$ cat config.mk
export PLATFORM = sky130hd
export DESIGN_NAME = ir_encoder_flat
export DESIGN_NICKNAME = d
export VERILOG_FILES = /design/src/rtl/ir_pkg.sv /design/src/rtl/ir_encoder_if.sv /design/src/rtl/ir_carrier_gen.sv /design/src/rtl/ir_encoder.sv /design/src/flat_wrapper.sv
export SDC_FILE = /design/constraint.sdc
export NUM_CORES = 1
export LEC_CHECK = 0
export ABC_CLOCK_PERIOD_IN_PS = 5900
export BUFFER_PORTS_ARGS = -buffer_cell sky130_fd_sc_hd__buf_2
export CORE_MARGIN = 2
export CORE_UTILIZATION = 55
export CTS_CLUSTER_DIAMETER = 50
export DETAILED_ROUTE_END_ITERATION = 16
export PLACE_DENSITY = 0.75
export SKIP_LAST_GASP = 1
export SYNTH_ARGS = -nofsm -noshare
export SYNTH_HDL_FRONTEND = slang
export SYNTH_HIERARCHICAL = 1
export SYNTH_SLANG_ARGS = --single-unit
$ cat constraint.sdc
create_clock -name clk_in -period 5.9 [get_ports clk_in]
set_clock_uncertainty 0.1 [all_clocks]
set_input_delay 0.885 -clock clk_in [delete_from_list [all_inputs] [get_ports clk_in]]
set_output_delay 0.885 -clock clk_in [all_outputs]
set_load 0.05 [all_outputs]
$ cat src/rtl/ir_pkg.sv
// Shared NEC infrared definitions: FSM state encoding and frame timing in
// NEC time units. The state encoding is also used by the decoder's debug display.
package ir_pkg;

  typedef enum logic [2:0] {
    IDLE       = 3'd0,
    LEAD_MARK  = 3'd1,
    LEAD_SPACE = 3'd2,
    REP_SPACE  = 3'd3,
    BIT_MARK   = 3'd4,
    BIT_SPACE  = 3'd5,
    STOP_MARK  = 3'd6,
    GAP        = 3'd7
  } state_t;

  localparam logic [6:0] LEAD_MARK_U  = 7'd16;
  localparam logic [6:0] LEAD_SPACE_U = 7'd8;
  localparam logic [6:0] REP_SPACE_U  = 7'd4;
  localparam logic [6:0] BIT_MARK_U   = 7'd1;
  localparam logic [6:0] ZERO_SPACE_U = 7'd1;
  localparam logic [6:0] ONE_SPACE_U  = 7'd3;
  localparam logic [6:0] STOP_U       = 7'd1;

endpackage

$ cat src/rtl/ir_encoder_if.sv
// Request/status bundle between the command source and the NEC transmitter.
// The master is the command source; the slave is the encoder.
interface ir_encoder_if;

  logic [31:0] code_in;
  logic        valid_in;
  logic        repeat_in;
  logic        ready_out;
  logic        envelope_out;
  logic        ir_out;
  logic        done_out;
  logic [2:0]  state_out;

  modport master (
    output code_in, valid_in, repeat_in,
    input  ready_out, envelope_out, ir_out, done_out, state_out
  );

  modport slave (
    input  code_in, valid_in, repeat_in,
    output ready_out, envelope_out, ir_out, done_out, state_out
  );

endinterface

$ cat src/rtl/ir_carrier_gen.sv
// Carrier square wave for IR modulation. Held in its start state while en_in
// is low, so every rising edge of en_in begins a fresh, high half-period.
module ir_carrier_gen #(
  parameter int CARRIER_HALF = 1316
) (
  input  logic clk_in,
  input  logic rst_in,
  input  logic en_in,
  output logic carrier_out
);

  localparam int CW = (CARRIER_HALF > 1) ? $clog2(CARRIER_HALF) : 1;
  localparam logic [CW-1:0] HALF_LAST = CW'(CARRIER_HALF - 1);

  logic [CW-1:0] half_cnt;
  logic          half_low;

  // Half-period counter; toggles phase at the end of each half while enabled.
  always_ff @(posedge clk_in or negedge rst_in) begin
    if (!rst_in) begin
      half_cnt <= '0;
      half_low <= 1'b0;
    end else if (!en_in) begin
      half_cnt <= '0;
      half_low <= 1'b0;
    end else if (half_cnt == HALF_LAST) begin
      half_cnt <= '0;
      half_low <= ~half_low;
    end else begin
      half_cnt <= half_cnt + 1'b1;
    end
  end

  assign carrier_out = en_in & ~half_low;

endmodule

$ cat src/rtl/ir_encoder.sv
// NEC infrared transmitter: sends a 32-bit code MSB first (or a repeat frame)
// as a mark/space envelope, modulated onto a carrier for the IR LED.
module ir_encoder #(
  parameter int UNIT_CYCLES  = 56250,
  parameter int CARRIER_HALF = 1316,
  parameter int GAP_UNITS    = 71
) (
  input logic         clk_in,
  input logic         rst_in,
  ir_encoder_if.slave bus
);

  import ir_pkg::*;

  localparam logic [15:0] UNIT_LAST = 16'(UNIT_CYCLES - 1);
  localparam logic [6:0]  GAP_U     = 7'(GAP_UNITS);

  state_t      state, state_nxt;
  logic [15:0] unit_tmr;
  logic [6:0]  unit_cnt;
  logic [6:0]  phase_units;
  logic [4:0]  bit_cnt;
  logic [31:0] shift_reg;
  logic        rep_frame;
  logic        unit_tick;
  logic        phase_end;
  logic        accept_full;
  logic        accept_rep;
  logic        envelope;
  logic        carrier;

  // A full frame request takes priority over a repeat request.
  assign accept_full = (state == IDLE) && bus.valid_in;
  assign accept_rep  = (state == IDLE) && bus.repeat_in && !bus.valid_in;
  assign unit_tick   = (state != IDLE) && (unit_tmr == UNIT_LAST);
  assign phase_end   = unit_tick && (unit_cnt == phase_units - 7'd1);

  // Length of the current phase in NEC units; a bit's space encodes its value.
  always_comb begin
    phase_units = BIT_MARK_U;
    case (state)
      LEAD_MARK:  phase_units = LEAD_MARK_U;
      LEAD_SPACE: phase_units = LEAD_SPACE_U;
      REP_SPACE:  phase_units = REP_SPACE_U;
      BIT_MARK:   phase_units = BIT_MARK_U;
      BIT_SPACE:  phase_units = shift_reg[31] ? ONE_SPACE_U : ZERO_SPACE_U;
      STOP_MARK:  phase_units = STOP_U;
      GAP:        phase_units = GAP_U;
      default:    phase_units = BIT_MARK_U;
    endcase
  end

  // Next-state decode: phases advance only when their unit count expires.
  always_comb begin
    state_nxt = state;
    envelope  = 1'b0;
    case (state)
      IDLE: begin
        if (accept_full || accept_rep) state_nxt = LEAD_MARK;
      end
      LEAD_MARK: begin
        envelope = 1'b1;
        if (phase_end) state_nxt = rep_frame ? REP_SPACE : LEAD_SPACE;
      end
      LEAD_SPACE: begin
        if (phase_end) state_nxt = BIT_MARK;
      end
      REP_SPACE: begin
        if (phase_end) state_nxt = STOP_MARK;
      end
      BIT_MARK: begin
        envelope = 1'b1;
        if (phase_end) state_nxt = BIT_SPACE;
      end
      BIT_SPACE: begin
        if (phase_end) state_nxt = (bit_cnt == 5'd31) ? STOP_MARK : BIT_MARK;
      end
      STOP_MARK: begin
        envelope = 1'b1;
        if (phase_end) state_nxt = GAP;
      end
      GAP: begin
        if (phase_end) state_nxt = IDLE;
      end
      default: state_nxt = IDLE;
    endcase
  end

  // State register; reset aborts any frame in progress immediately.
  always_ff @(posedge clk_in or negedge rst_in) begin
    if (!rst_in) state <= IDLE;
    else         state <= state_nxt;
  end

  // Unit timer, per-phase unit counter, bit counter and frame-type flag.
  always_ff @(posedge clk_in or negedge rst_in) begin
    if (!rst_in) begin
      unit_tmr  <= '0;
      unit_cnt  <= '0;
      bit_cnt   <= '0;
      rep_frame <= 1'b0;
    end else if (state == IDLE) begin
      unit_tmr <= '0;
      unit_cnt <= '0;
      bit_cnt  <= '0;
      if (accept_full || accept_rep) rep_frame <= accept_rep;
    end else begin
      unit_tmr <= unit_tick ? 16'd0 : unit_tmr + 16'd1;
      if (phase_end)      unit_cnt <= '0;
      else if (unit_tick) unit_cnt <= unit_cnt + 7'd1;
      if (state == BIT_SPACE && phase_end) bit_cnt <= bit_cnt + 5'd1;
    end
  end

  // Code shift register: loaded on accept, shifted left after each bit's space.
  always_ff @(posedge clk_in) begin
    if (accept_full)                          shift_reg <= bus.code_in;
    else if (state == BIT_SPACE && phase_end) shift_reg <= {shift_reg[30:0], 1'b0};
  end

  ir_carrier_gen #(
    .CARRIER_HALF(CARRIER_HALF)
  ) u_carrier (
    .clk_in      (clk_in),
    .rst_in      (rst_in),
    .en_in       (envelope),
    .carrier_out (carrier)
  );

  assign bus.ready_out    = (state == IDLE);
  assign bus.envelope_out = envelope;
  assign bus.ir_out       = envelope & carrier;
  assign bus.done_out     = (state == GAP) && phase_end;
  assign bus.state_out    = state;

endmodule

$ cat src/flat_wrapper.sv
// flat-port wrapper written by rule: the top's interface ports become plain ports
module ir_encoder_flat import ir_pkg::*;
#(
  parameter int UNIT_CYCLES  = 56250,
  parameter int CARRIER_HALF = 1316,
  parameter int GAP_UNITS    = 71
)
  (clk_in, rst_in, bus_code_in, bus_valid_in, bus_repeat_in, bus_ready_out, bus_envelope_out, bus_ir_out, bus_done_out, bus_state_out);
  ir_encoder_if bus_i ();
  input logic clk_in;
  input logic rst_in;
  input wire logic [$bits(bus_i.code_in)-1:0] bus_code_in;
  input wire logic [$bits(bus_i.valid_in)-1:0] bus_valid_in;
  input wire logic [$bits(bus_i.repeat_in)-1:0] bus_repeat_in;
  output wire logic [$bits(bus_i.ready_out)-1:0] bus_ready_out;
  output wire logic [$bits(bus_i.envelope_out)-1:0] bus_envelope_out;
  output wire logic [$bits(bus_i.ir_out)-1:0] bus_ir_out;
  output wire logic [$bits(bus_i.done_out)-1:0] bus_done_out;
  output wire logic [$bits(bus_i.state_out)-1:0] bus_state_out;
  assign bus_i.code_in = bus_code_in;
  assign bus_i.valid_in = bus_valid_in;
  assign bus_i.repeat_in = bus_repeat_in;
  assign bus_ready_out = bus_i.ready_out;
  assign bus_envelope_out = bus_i.envelope_out;
  assign bus_ir_out = bus_i.ir_out;
  assign bus_done_out = bus_i.done_out;
  assign bus_state_out = bus_i.state_out;
  ir_encoder #(.UNIT_CYCLES(UNIT_CYCLES), .CARRIER_HALF(CARRIER_HALF), .GAP_UNITS(GAP_UNITS)) u_core (.clk_in(clk_in), .rst_in(rst_in), .bus(bus_i));
endmodule
==> results of run 1 <==
-- Yosys cell counts (2+ instances only) --
cell	count
nor2_1	39
and4bb_2	2
ha_1	7
o21ai_0	10
a31oi_1	2
nor4_1	8
nand4b_1	2
buf_2	7
or2_2	3
a21o_1	2
o31ai_1	3
or3_1	6
o211ai_1	2
nor3_1	3
dfrtp_1	44
clkbuf_1	6
and2_1	4
nand3_1	14
buf_6	4
edfxtp_1	32
a21oi_1	11
nor3b_1	2
a22o_1	2
nand2b_1	2
mux2i_1	4
or4_1	3
a22oi_1	2
nand3b_1	3
nand2_1	22
xor2_1	10
xnor2_1	10
and3_1	8
a211oi_1	2
nand4_1	9
inv_1	10
nor2b_1	5
mux2_2	33
-- area by class of cell --
class / instances / area [um2]
sequential: 76 / 2062
clock buffer: 9 / 123.9
timing repair buffer: 46 / 240.2
inverter: 10 / 37.54
tap: 99 / 123.9
fill: 602 / 2658
multi-input combinational: 252 / 1794
clock inverter: 7 / 97.59
-- worst max-delay path, stage by stage (launching register included) --
cell	delay [ps]
dfrtp_1	720
nor2_1	150
nor2_1	120
ha_1	280
xor2_1	240
nor4b_2	290
o32ai_2	170
nor3_4	470
and2_1	230
nor3b_1	200
buf_2	300
-- worst min path at each step --
stage                                 startpoint                           end  slack (ps)  cells after the start
floorplan           u_core/u_carrier/half_cnt[0]  u_core/u_carrier/half_cnt[0]         350                      1
global placement    u_core/u_carrier/half_cnt[0]  u_core/u_carrier/half_cnt[0]         370                      1
detailed placement  u_core/u_carrier/half_cnt[0]  u_core/u_carrier/half_cnt[0]         380                      1
CTS                 u_core/u_carrier/half_cnt[0]  u_core/u_carrier/half_cnt[0]         390                      1
global route        u_core/u_carrier/half_cnt[0]  u_core/u_carrier/half_cnt[0]         430                      1
finish              u_core/u_carrier/half_cnt[0]  u_core/u_carrier/half_cnt[0]         390                      1
-- report_power, final --
| part | internal [mW] | switching, mW | total [mW] |
|---|---|---|---|
| sequential | 0.547 | 0 | 0.547 |
| clock | 0.240 | 0.194 | 0.435 |
| combinational | 0.00814 | 0.00877 | 0.0169 |
-- kinds of logic (layout without fill, tap and decap cells) --
family                     after synthesis  in the layout  synth area share [%]
adders and majority gates                7              7                 2.187
xor gates and xnor gates                20             20                 4.375
AOI/OAI and AO/OA                       46             46                 8.344
and+or+nand+nor                        142            142                 19.62
buffers and inverters                   28             72                 3.687
DFF                                     76             76                 51.50
muxes                                   37             37                 10.28
-- per-stage QoR --
stage	std cells	utilization, %	area [um2]
CTS	499	62.76	4479
global route	499	62.76	4479
global placement	483	59.66	4258
floorplan	356	-	4004
detailed placement	483	59.66	4258
finish	499	62.76	4479
-- per-layer routing --
layer  vias to the layer above  share of wire (%)  GRT usage [%]
li1                       1379                  -              -
met1                      1387                 46          27.16
met2                        72                 48          31.72
met3                         4                5.4          4.617
met4                         0               0.72          8.820
met5                         -                  0              0
==> results.tsv, run 1 <==
stage	metric	value	unit
run_status	outcome	finished clean	
timing	whs	390.1	ps
logic_synthesis	syn_nets	399	
timing	tightest_slew	969.0	ps
clock_tree	cts_num_sinks	76	
grt	grt_pass1_vias	2659	
drt	num_vias	2842	
drt	first_iter_violations	197	
worst_setup_path	end_kind	output pin	
finish	final_nets	438	
logic_synthesis	synth_top_area_share	27.50	%
power	power_density	223.0	mW/mm2
worst_setup_path	r2r_start	u_core/bus.state_out[2]	
worst_setup_path	critical_path.startpoint_type	flop	
grt	grt-ovfl-total	0	
die	die_y	89.32	um
clock_tree	root_buffer	clkbuf_8	
timing	setup_slack	1396	ps
timing	fmax	222.0	MHz
drt	postRouteWirelength	7.468	mm
logic_synthesis	synth_edf_count	32	
timing	maxSlewHeadroom	35.40	%
logic_synthesis	syn_area	0.004004	mm2
timing	finalCriticalPeriod	4504	ps
drt	vias_per_cell	5.695	
clock_tree	clkTransAtPathRegs	80	ps
timing	hold_viol	0	
finish	layout-drive-gt1-share	27.00	%
clock_tree	numCtsBuffers	9	
clock_tree	hold_buffers	0	
die	core-area	0.007137	mm2
timing	finalCritPeriodShare	76.35	%
place	pre_cts_ws	1778	ps
logic_synthesis	yosysUniqueCellTypes	55	
logic_synthesis	synth_ff_type	dfrtp_1	
clock_tree	cts_setup_buffers	0	
clock_tree	htreeDepth	3	
logic_synthesis	synth_area_per_cell	11.25	um2
drt	wl_per_cell	14.97	um
power	power.leakage	1.636	nW
worst_setup_path	reg2reg_to	u_core/shift_reg[1]	
power	finalPower	0.9987	mW
finish	layout_common_cells	dfrtp_1, buf_2, nor2_1	
worst_setup_path	worst_ep_required_time	4910	ps
logic_synthesis	ys_seq_area_share	51.50	%
grt	grt_pass1_wl	12.38	mm
drt	dr.pass1.iters	5	
grt	grtUsageTotal	20.26	%
logic_synthesis	synth_top_cell_by_area	dfrtp_1	
power	ir_drop	0.0001763	V
die	ios	43	
clock_tree	cts_tree	done	
logic_synthesis	syn_inst	356	
grt	grt_max_degree	45	
timing	finalSetupViolCount	0	
timing	setup_tns	0	ps
place	port_buffers	42	
hold_path	hp-class	reg -> reg	
timing	drv_slew	0	
die	start_util	56.10	%
logic_synthesis	synth_seq_cells	76	
logic_synthesis	ys_warn_count	6	
timing	grt_setup_unrepaired	false	
worst_setup_path	worstPathArrival	3520	ps
clock_tree	post_cts_resize_count	0	
worst_setup_path	crit_start	u_core/bus.state_out[0]	
finish	largest_reg_flops	32	
flow_run	drv_cap	0	
place	place.gp.congestion	0.8067	
die	dieArea	0.007978	mm2
logic_synthesis	async_flop_share	57.89	%
clock_tree	clk_latency	340	ps
grt	antenna_found_initial	0	
finish	syn_to_final_growth	11.88	%
worst_setup_path	critPathCapture	bus_done_out	
drt	drc	0	
logic_synthesis	synthTopCellsByArea	dfrtp_1, edfxtp_1, mux2_2	
place	post-dp-hpwl	5.072	mm
drt	antenna_left	0	
worst_setup_path	r2r_slack	2360	ps
worst_setup_path	critPathKind	reg -> out	
worst_setup_path	r2r_cells	8	
worst_setup_path	critPathMaxFanout	21	
clock_tree	cts_buffer_depth	2	
die	rows	31	
finish	mostFrequentLayoutCell	dfrtp_1	
die	dieWidth	89.32	um
finish	antenna_cells	0	
(Power assumes the default switching activity.)
==> inputs of run 2 (changes only) <==
--- a/config.mk
+++ b/config.mk
@@ -5,7 +5,8 @@
 export SDC_FILE = /design/constraint.sdc
 export NUM_CORES = 1
 export LEC_CHECK = 0
-export ABC_CLOCK_PERIOD_IN_PS = 5900
+export ABC_AREA = 1
+export ABC_CLOCK_PERIOD_IN_PS = 4290
 export BUFFER_PORTS_ARGS = -buffer_cell sky130_fd_sc_hd__buf_2
 export CORE_MARGIN = 2
 export CORE_UTILIZATION = 55
==> constraint.sdc (replaced) <==
create_clock -name clk_in -period 4.29 [get_ports clk_in]
set_clock_uncertainty 0.1 [all_clocks]
set_input_delay 0.6435 -clock clk_in [delete_from_list [all_inputs] [get_ports clk_in]]
set_output_delay 0.6435 -clock clk_in [all_outputs]
set_load 0.05 [all_outputs]
==> run 2 against run 1 <==
  * Count of clock-buffer cells in the layout stayed put
  * Largest cell class unchanged
  * Worst setup slack worse by 460 ps
  * Sequential power is 88% higher
  * Clock power is 49% higher
  * Cell area is 3.0% higher
  * First-iteration DRC count is 24% lower
  * Non-clock buffer count is 3 lower
==> results.tsv, run 2 <==
stage	metric	value	unit	change
run_status	outcome	finished clean		unchanged
worst_setup_path	worstPathArrival	2610	ps	was 3520 ps
grt	antenna_found_initial	0		unchanged
finish	mostFrequentLayoutCell	nand2_1		was dfrtp_1
timing	maxSlewHeadroom	36.00	%	was 35.40%
hold_path	hp-class	in -> async		was reg -> reg
timing	fmax	297.9	MHz	
logic_synthesis	synth.most_common_cell	nand2_1		was dfrtp_1
worst_setup_path	critPathKind	reg -> out		unchanged
worst_setup_path	critical_path.startpoint_type	flop		unchanged
timing	tightest_slew	960.0	ps	was 969.0 ps
grt	grt_pass1_wl	14.25	mm	was 12.38 mm
logic_synthesis	syn_nets	535		was 399
finish	fin_area	0.004613	mm2	was 0.004479 mm2
drt	dr.pass1.iters	4		was 5
logic_synthesis	ys_top_cells_by_count	nand2_1, inv_1, nor2_1		was dfrtp_1, nor2_1, mux2_2
finish	layout_common_cells	nand2_1, inv_1, nor2_1		was dfrtp_1, buf_2, nor2_1
logic_synthesis	ys_seq_area_share	50.32	%	was 51.50%
grt	met2_usage	36.03	%	was 31.72%
die	ios	43		unchanged
clock_tree	cts_num_sinks	76		unchanged
grt	grt_use_met1	27.72	%	was 27.16%
timing	hold_viol	0		unchanged
logic_synthesis	synth_area_per_cell	8.329	um2	was 11.25 um2
finish	largest_reg_flops	32		unchanged
die	die_y	90.32	um	was 89.32 um
power	power.leakage	2.132	nW	was 1.636 nW
logic_synthesis	synth_edf_count	32		unchanged
clock_tree	cts_setup_buffers	0		unchanged
die	dieWidth	90.32	um	was 89.32 um
die	core-area	0.007214	mm2	was 0.007137 mm2
finish	final_nets	578		was 438
grt	busiest_layer	met2		unchanged
timing	finalSetupViolCount	0		unchanged
clock_tree	cts_tree	done		unchanged
drt	first_iter_violations	150		was 197
drt	drc	0		unchanged
logic_synthesis	synth_top_cell_by_area	dfrtp_1		unchanged
timing	setup_tns	0	ps	unchanged
place	port_buffers	42		unchanged
worst_setup_path	end_kind	output pin		unchanged
finish	syn_to_final_growth	12.58	%	was 11.88%
grt	met3_usage	3.339	%	was 4.617%
grt	grt_max_degree	45		unchanged
clock_tree	numCtsBuffers	9		unchanged
place	post-dp-hpwl	5.734	mm	was 5.072 mm
logic_synthesis	synth_ff_type	dfrtp_1		unchanged
drt	wl_per_cell	12.49	um	was 14.97 um
drt	num_vias	3277		was 2842
timing	finalCriticalPeriod	3357	ps	
worst_setup_path	worst_ep_required_time	3550	ps	was 4910 ps
flow_run	drv_cap	0		unchanged
clock_tree	root_buffer	clkbuf_8		unchanged
place	place.gp.congestion	0.8912		was 0.8067
grt	grtUsageTotal	21.28	%	was 20.26%
clock_tree	htreeDepth	3		unchanged
clock_tree	clk_latency	340	ps	about the same
die	start_util	56.80	%	was 56.10%
logic_synthesis	synth_seq_cells	76		unchanged
place	place_area	0.004374	mm2	was 0.004258 mm2
finish	layout-drive-gt1-share	18.33	%	was 27.00%
finish	antenna_cells	0		unchanged
drt	vias_per_cell	5.128		was 5.695
grt	grt-ovfl-total	0		unchanged
logic_synthesis	synth_top_area_share	26.87	%	was 27.50%
timing	grt_setup_unrepaired	false		unchanged
logic_synthesis	syn_area	0.004098	mm2	was 0.004004 mm2
drt	antenna_left	0		unchanged
finish	fin_util	63.94	%	was 62.76%
clock_tree	clkTransAtPathRegs	80	ps	about the same
logic_synthesis	async_flop_share	57.89	%	unchanged
grt	grt_pass1_vias	3271		was 2659
drt	postRouteWirelength	7.979	mm	was 7.468 mm
timing	finalCritPeriodShare	78.25	%	
clock_tree	post_cts_resize_count	0		unchanged
worst_setup_path	critPathMaxFanout	13		was 21
timing	drv_slew	0		unchanged
die	dieArea	0.008157	mm2	was 0.007978 mm2
die	rows	31		unchanged
logic_synthesis	syn_inst	492		was 356
logic_synthesis	ys_warn_count	6		unchanged
clock_tree	cts_buffer_depth	2		unchanged
clock_tree	hold_buffers	0		unchanged
power	ir_drop	0.0002613	V	was 0.0001763 V
power	power_density	564.0	mW/mm2	was 223.0 mW/mm2
logic_synthesis	yosysUniqueCellTypes	36		was 55
logic_synthesis	synthTopCellsByArea	dfrtp_1, edfxtp_1, nand2_1		was dfrtp_1, edfxtp_1, mux2_2
==> run 2: metal layers <==
layer  part of all wire [%]  wire [um]  up-vias
met5                      0          0        -
met2                     49       3871       74
li1                       -          -     1689
met4                   0.91         73        0
met1                     46       3679     1508
met3                    4.4        354        6
==> run 2: cells by family (layout without fill, tap and decap cells) <==
group / Yosys count / after routing / synth area share (%)
fa+ha+maj: 7 / 7 / 2.137
flops: 76 / 76 / 50.32
buf+inv: 63 / 111 / 6.473
xor+xnor: 11 / 11 / 2.351
simple gates: 304 / 304 / 34.35
compound gates: 31 / 31 / 4.366
==> run 2: power breakdown <==
part | leakage [nW] | switching, mW | total [mW] | internal (mW)
combinational | 1.12 | 0.666 | 0.922 | 0.256
clock | 0.117 | 0.264 | 0.649 | 0.384
sequential | 0.900 | 0.0945 | 1.03 | 0.937
==> run 2: path summary, 6_finish.rpt <==
kind,startpoint,to,slack [ps],depth (start not counted)
worst max-delay path,u_core/bus.state_out[0],bus_done_out,930,13
worst min-delay path,rst_in,u_core/u_carrier/half_cnt[4],350,1
worst max register to register,u_core/bus.state_out[0],u_core/shift_reg[3],1510,13
worst min register to register,u_core/u_carrier/half_low,u_core/u_carrier/half_low,400,2
max in group asynchronous,rst_in,u_core/unit_tmr[8],3140,1
min in group clk_in,u_core/u_carrier/half_low,u_core/u_carrier/half_low,400,2
==> run 2: stage by stage <==
stage,hold slack [ps],setup slack [ps],total power [mW],cells
floorplan,247.9,562.0,1.783,492
global placement,360.7,1380,1.954,623
detailed placement,387.1,1303,1.981,623
CTS,382.0,900.5,2.634,639
global route,426.4,670.2,2.800,639
finish,348.6,933.1,2.602,639
==> run 2: cell type report <==
type,count,area [um2]
Inverter,52,200.2
Clock buffer,9,123.9
Multi-Input combinational cell,353,1770
Sequential cell,76,2062
Fill cell,640,2601
Tap cell,99,123.9
Clock inverter,7,115.1
Timing Repair Buffer,43,217.7
==> run 2: worst max-delay path, stage by stage (launching register included) <==
cell and delay, ps:
dfrtp_1 570, nor2_1 90, nor2_1 150, ha_1 260, nand2_1 70, nand2_1 50, nor2_1 80, nand3_1 90
nor2_2 130, nand2_2 80, nor2_4 110, nand2_2 110, nor3_1 190, buf_2 300
==> inputs of run 3 (changes only) <==
--- a/config.mk
+++ b/config.mk
@@ -6,13 +6,13 @@
 export NUM_CORES = 1
 export LEC_CHECK = 0
 export ABC_AREA = 1
-export ABC_CLOCK_PERIOD_IN_PS = 4290
+export ABC_CLOCK_PERIOD_IN_PS = 3000
 export BUFFER_PORTS_ARGS = -buffer_cell sky130_fd_sc_hd__buf_2
 export CORE_MARGIN = 2
-export CORE_UTILIZATION = 55
+export CORE_UTILIZATION = 53
 export CTS_CLUSTER_DIAMETER = 50
 export DETAILED_ROUTE_END_ITERATION = 16
-export PLACE_DENSITY = 0.75
+export PLACE_DENSITY = 0.76
 export SKIP_LAST_GASP = 1
 export SYNTH_ARGS = -nofsm -noshare
 export SYNTH_HDL_FRONTEND = slang
==> constraint.sdc (replaced) <==
create_clock -name clk_in -period 3 [get_ports clk_in]
set_clock_uncertainty 0.1 [all_clocks]
set_input_delay 0.45 -clock clk_in [delete_from_list [all_inputs] [get_ports clk_in]]
set_output_delay 0.45 -clock clk_in [all_outputs]
set_load 0.05 [all_outputs]
==> run 3 against run 2 <==
  * Cell area up 1.5%
  * Critical path depth unchanged
  * Critical endpoint unchanged
  * Register-to-register slack got worse by 960 ps
  * Largest power group is now combinational logic
  * Clock power is 36% higher
  * Via count grew 2.6%
  * Count of clock-buffer cells in the layout stayed put
  * Global-route usage shrank 0.53 points
  * Non-clock buffer count is 6 higher
==> results.tsv, run 3 (synthesized netlist as in run 2, its figures left out) <==
stage	metric	value	unit	change
worst_setup_path	end_kind	output pin		unchanged
clock_tree	root_buffer	clkbuf_8		unchanged
grt	grt_pass1_vias	3196		was 3271
die	start_util	53.87	%	was 56.80%
timing	finalSetupViolCount	0		unchanged
place	place.gp.congestion	0.9098		was 0.8912
clock_tree	htreeDepth	3		unchanged
worst_setup_path	critPathKind	reg -> out		unchanged
clock_tree	numCtsBuffers	9		unchanged
worst_setup_path	r2r_start	u_core/bus.state_out[1]		was u_core/bus.state_out[0]
drt	postRouteWirelength	8.127	mm	was 7.979 mm
timing	tightest_slew	975.3	ps	was 960.0 ps
die	rows	32		was 31
drt	wl_per_cell	12.54	um	was 12.49 um
finish	largest_reg_flops	32		unchanged
worst_setup_path	critical_path.startpoint_type	flop		unchanged
timing	setup_slack	148.4	ps	was 933.1 ps
finish	final_nets	584		was 578
power	ir_drop	0.0004109	V	was 0.0002613 V
grt	grt_pass1_wl	14.18	mm	was 14.25 mm
grt	grt_max_degree	45		unchanged
worst_setup_path	critPathMaxFanout	5		was 13
drt	first_iter_violations	261		was 150
die	die_y	91.93	um	was 90.32 um
grt	grt-ovfl-total	0		unchanged
clock_tree	clkTransAtPathRegs	80	ps	about the same
worst_setup_path	worstPathArrival	2300	ps	was 2610 ps
worst_setup_path	crit_start	u_core/bus.state_out[1]		was u_core/bus.state_out[0]
power	power.leakage	2.163	nW	was 2.132 nW
timing	drv_slew	0		unchanged
timing	finalCritPeriodShare	95.05	%	
finish	syn_to_final_growth	14.26	%	was 12.58%
die	ios	43		unchanged
finish	antenna_cells	0		unchanged
place	pre_cts_ws	324.1	ps	was 1303 ps
clock_tree	clk_latency	350	ps	was 340 ps
timing	maxSlewHeadroom	34.98	%	was 36.00%
die	dieArea	0.008451	mm2	was 0.008157 mm2
grt	antenna_found_initial	0		unchanged
finish	nFillCells	670		was 640
worst_setup_path	r2r_cells	13		unchanged
run_status	outcome	finished clean		unchanged
worst_setup_path	reg2reg_to	u_core/shift_reg[7]		was u_core/shift_reg[3]
power	power_density	803.7	mW/mm2	was 564.0 mW/mm2
clock_tree	cts_buffer_depth	2		unchanged
timing	whs	156.5	ps	was 348.6 ps
drt	vias_per_cell	5.190		was 5.128
drt	num_vias	3363		was 3277
timing	fmax	350.7	MHz	
clock_tree	hold_buffers	0		unchanged
clock_tree	cts_tree	done		unchanged
drt	dr.pass1.iters	5		was 4
timing	grt_setup_unrepaired	true		was false
timing	hold_viol	0		unchanged
grt	grtUsageTotal	20.75	%	was 21.28%
place	post-dp-hpwl	5.691	mm	was 5.734 mm
clock_tree	cts_num_sinks	76		unchanged
finish	mostFrequentLayoutCell	nand2_1		unchanged
drt	antenna_left	0		unchanged
die	dieWidth	91.93	um	was 90.32 um
hold_path	hp-class	in -> async		unchanged
worst_setup_path	r2r_slack	550	ps	was 1510 ps
finish	layout-drive-gt1-share	20.15	%	was 18.33%
worst_setup_path	worst_ep_required_time	2450	ps	was 3550 ps
flow_run	drv_cap	0		unchanged
drt	drc	0		unchanged
die	core-area	0.007607	mm2	was 0.007214 mm2
finish	layout_common_cells	nand2_1, inv_1, nor2_1		unchanged
timing	finalCriticalPeriod	2852	ps	
place	port_buffers	42		unchanged
run 3: power breakdown:
part	total [mW]	internal [mW]	leakage, nW	switching (mW)
Combinational	1.45	0.424	1.15	1.02
Sequential	1.43	1.34	0.899	0.0924
Clock	0.884	0.482	0.115	0.403
run 3: worst max-delay path by stage:
stage	endpoint	slack, ps	cells after the start
2_1_floorplan	bus_done_out	-100	13
3_3_place_gp	bus_done_out	390	13
3_5_place_dp	bus_done_out	320	14
4_1_cts	bus_done_out	20	14
5_1_grt	bus_done_out	-50	14
6_report	bus_done_out	150	13
run 3: cell type report:
type,instances,area [um2],share of cell area [%]
clock inverters,7,103.9,2.218
flip-flops and latches,76,2063,44.07
inverters,52,200.2,4.276
multi-input cells,353,1782,38.05
repair buffers,49,281.5,6.013
well taps,102,127.6,2.726
clock buffers,9,123.9,2.646
run 3: metal layers:
layer / GRT usage (%) / part of all wire [%]
met1: 29.38 / 46
met2: 31.74 / 46
met3: 3.698 / 6.1
met4: 8.582 / 1.8
met5: 0 / 0
run 3: per-stage QoR:
step	std cells	instance area, um2	power (mW)	utilization, %	setup TNS, ps
2_1_floorplan	492	4109	2.558	-	-103.1
3_3_place_gp	629	4424	2.835	58.16	0
3_5_place_dp	629	4424	2.876	58.16	0
4_1_cts	645	4653	3.770	61.17	0
5_1_grt	648	4682	4.038	61.55	-49.90
6_report	648	4682	3.763	61.55	0
run 3: what timing repair did:
item | CTS | global route
endpoints found under the setup margin | 1 | 1
setup buffers | 0 | 3
gates resized for setup | 1 | 3
run 3: critical path: stages, from the launching register on:
cell     delay (ps)
dfrtp_2         440
nor2_1          100
nor2_1           70
ha_1            210
inv_1           110
nand2_2          90
nand3_1          90
nand2_1          70
nor2_2          140
nand2_2          90
nor2_4          110
nand2_2         100
nor3_2          150
buf_6           180
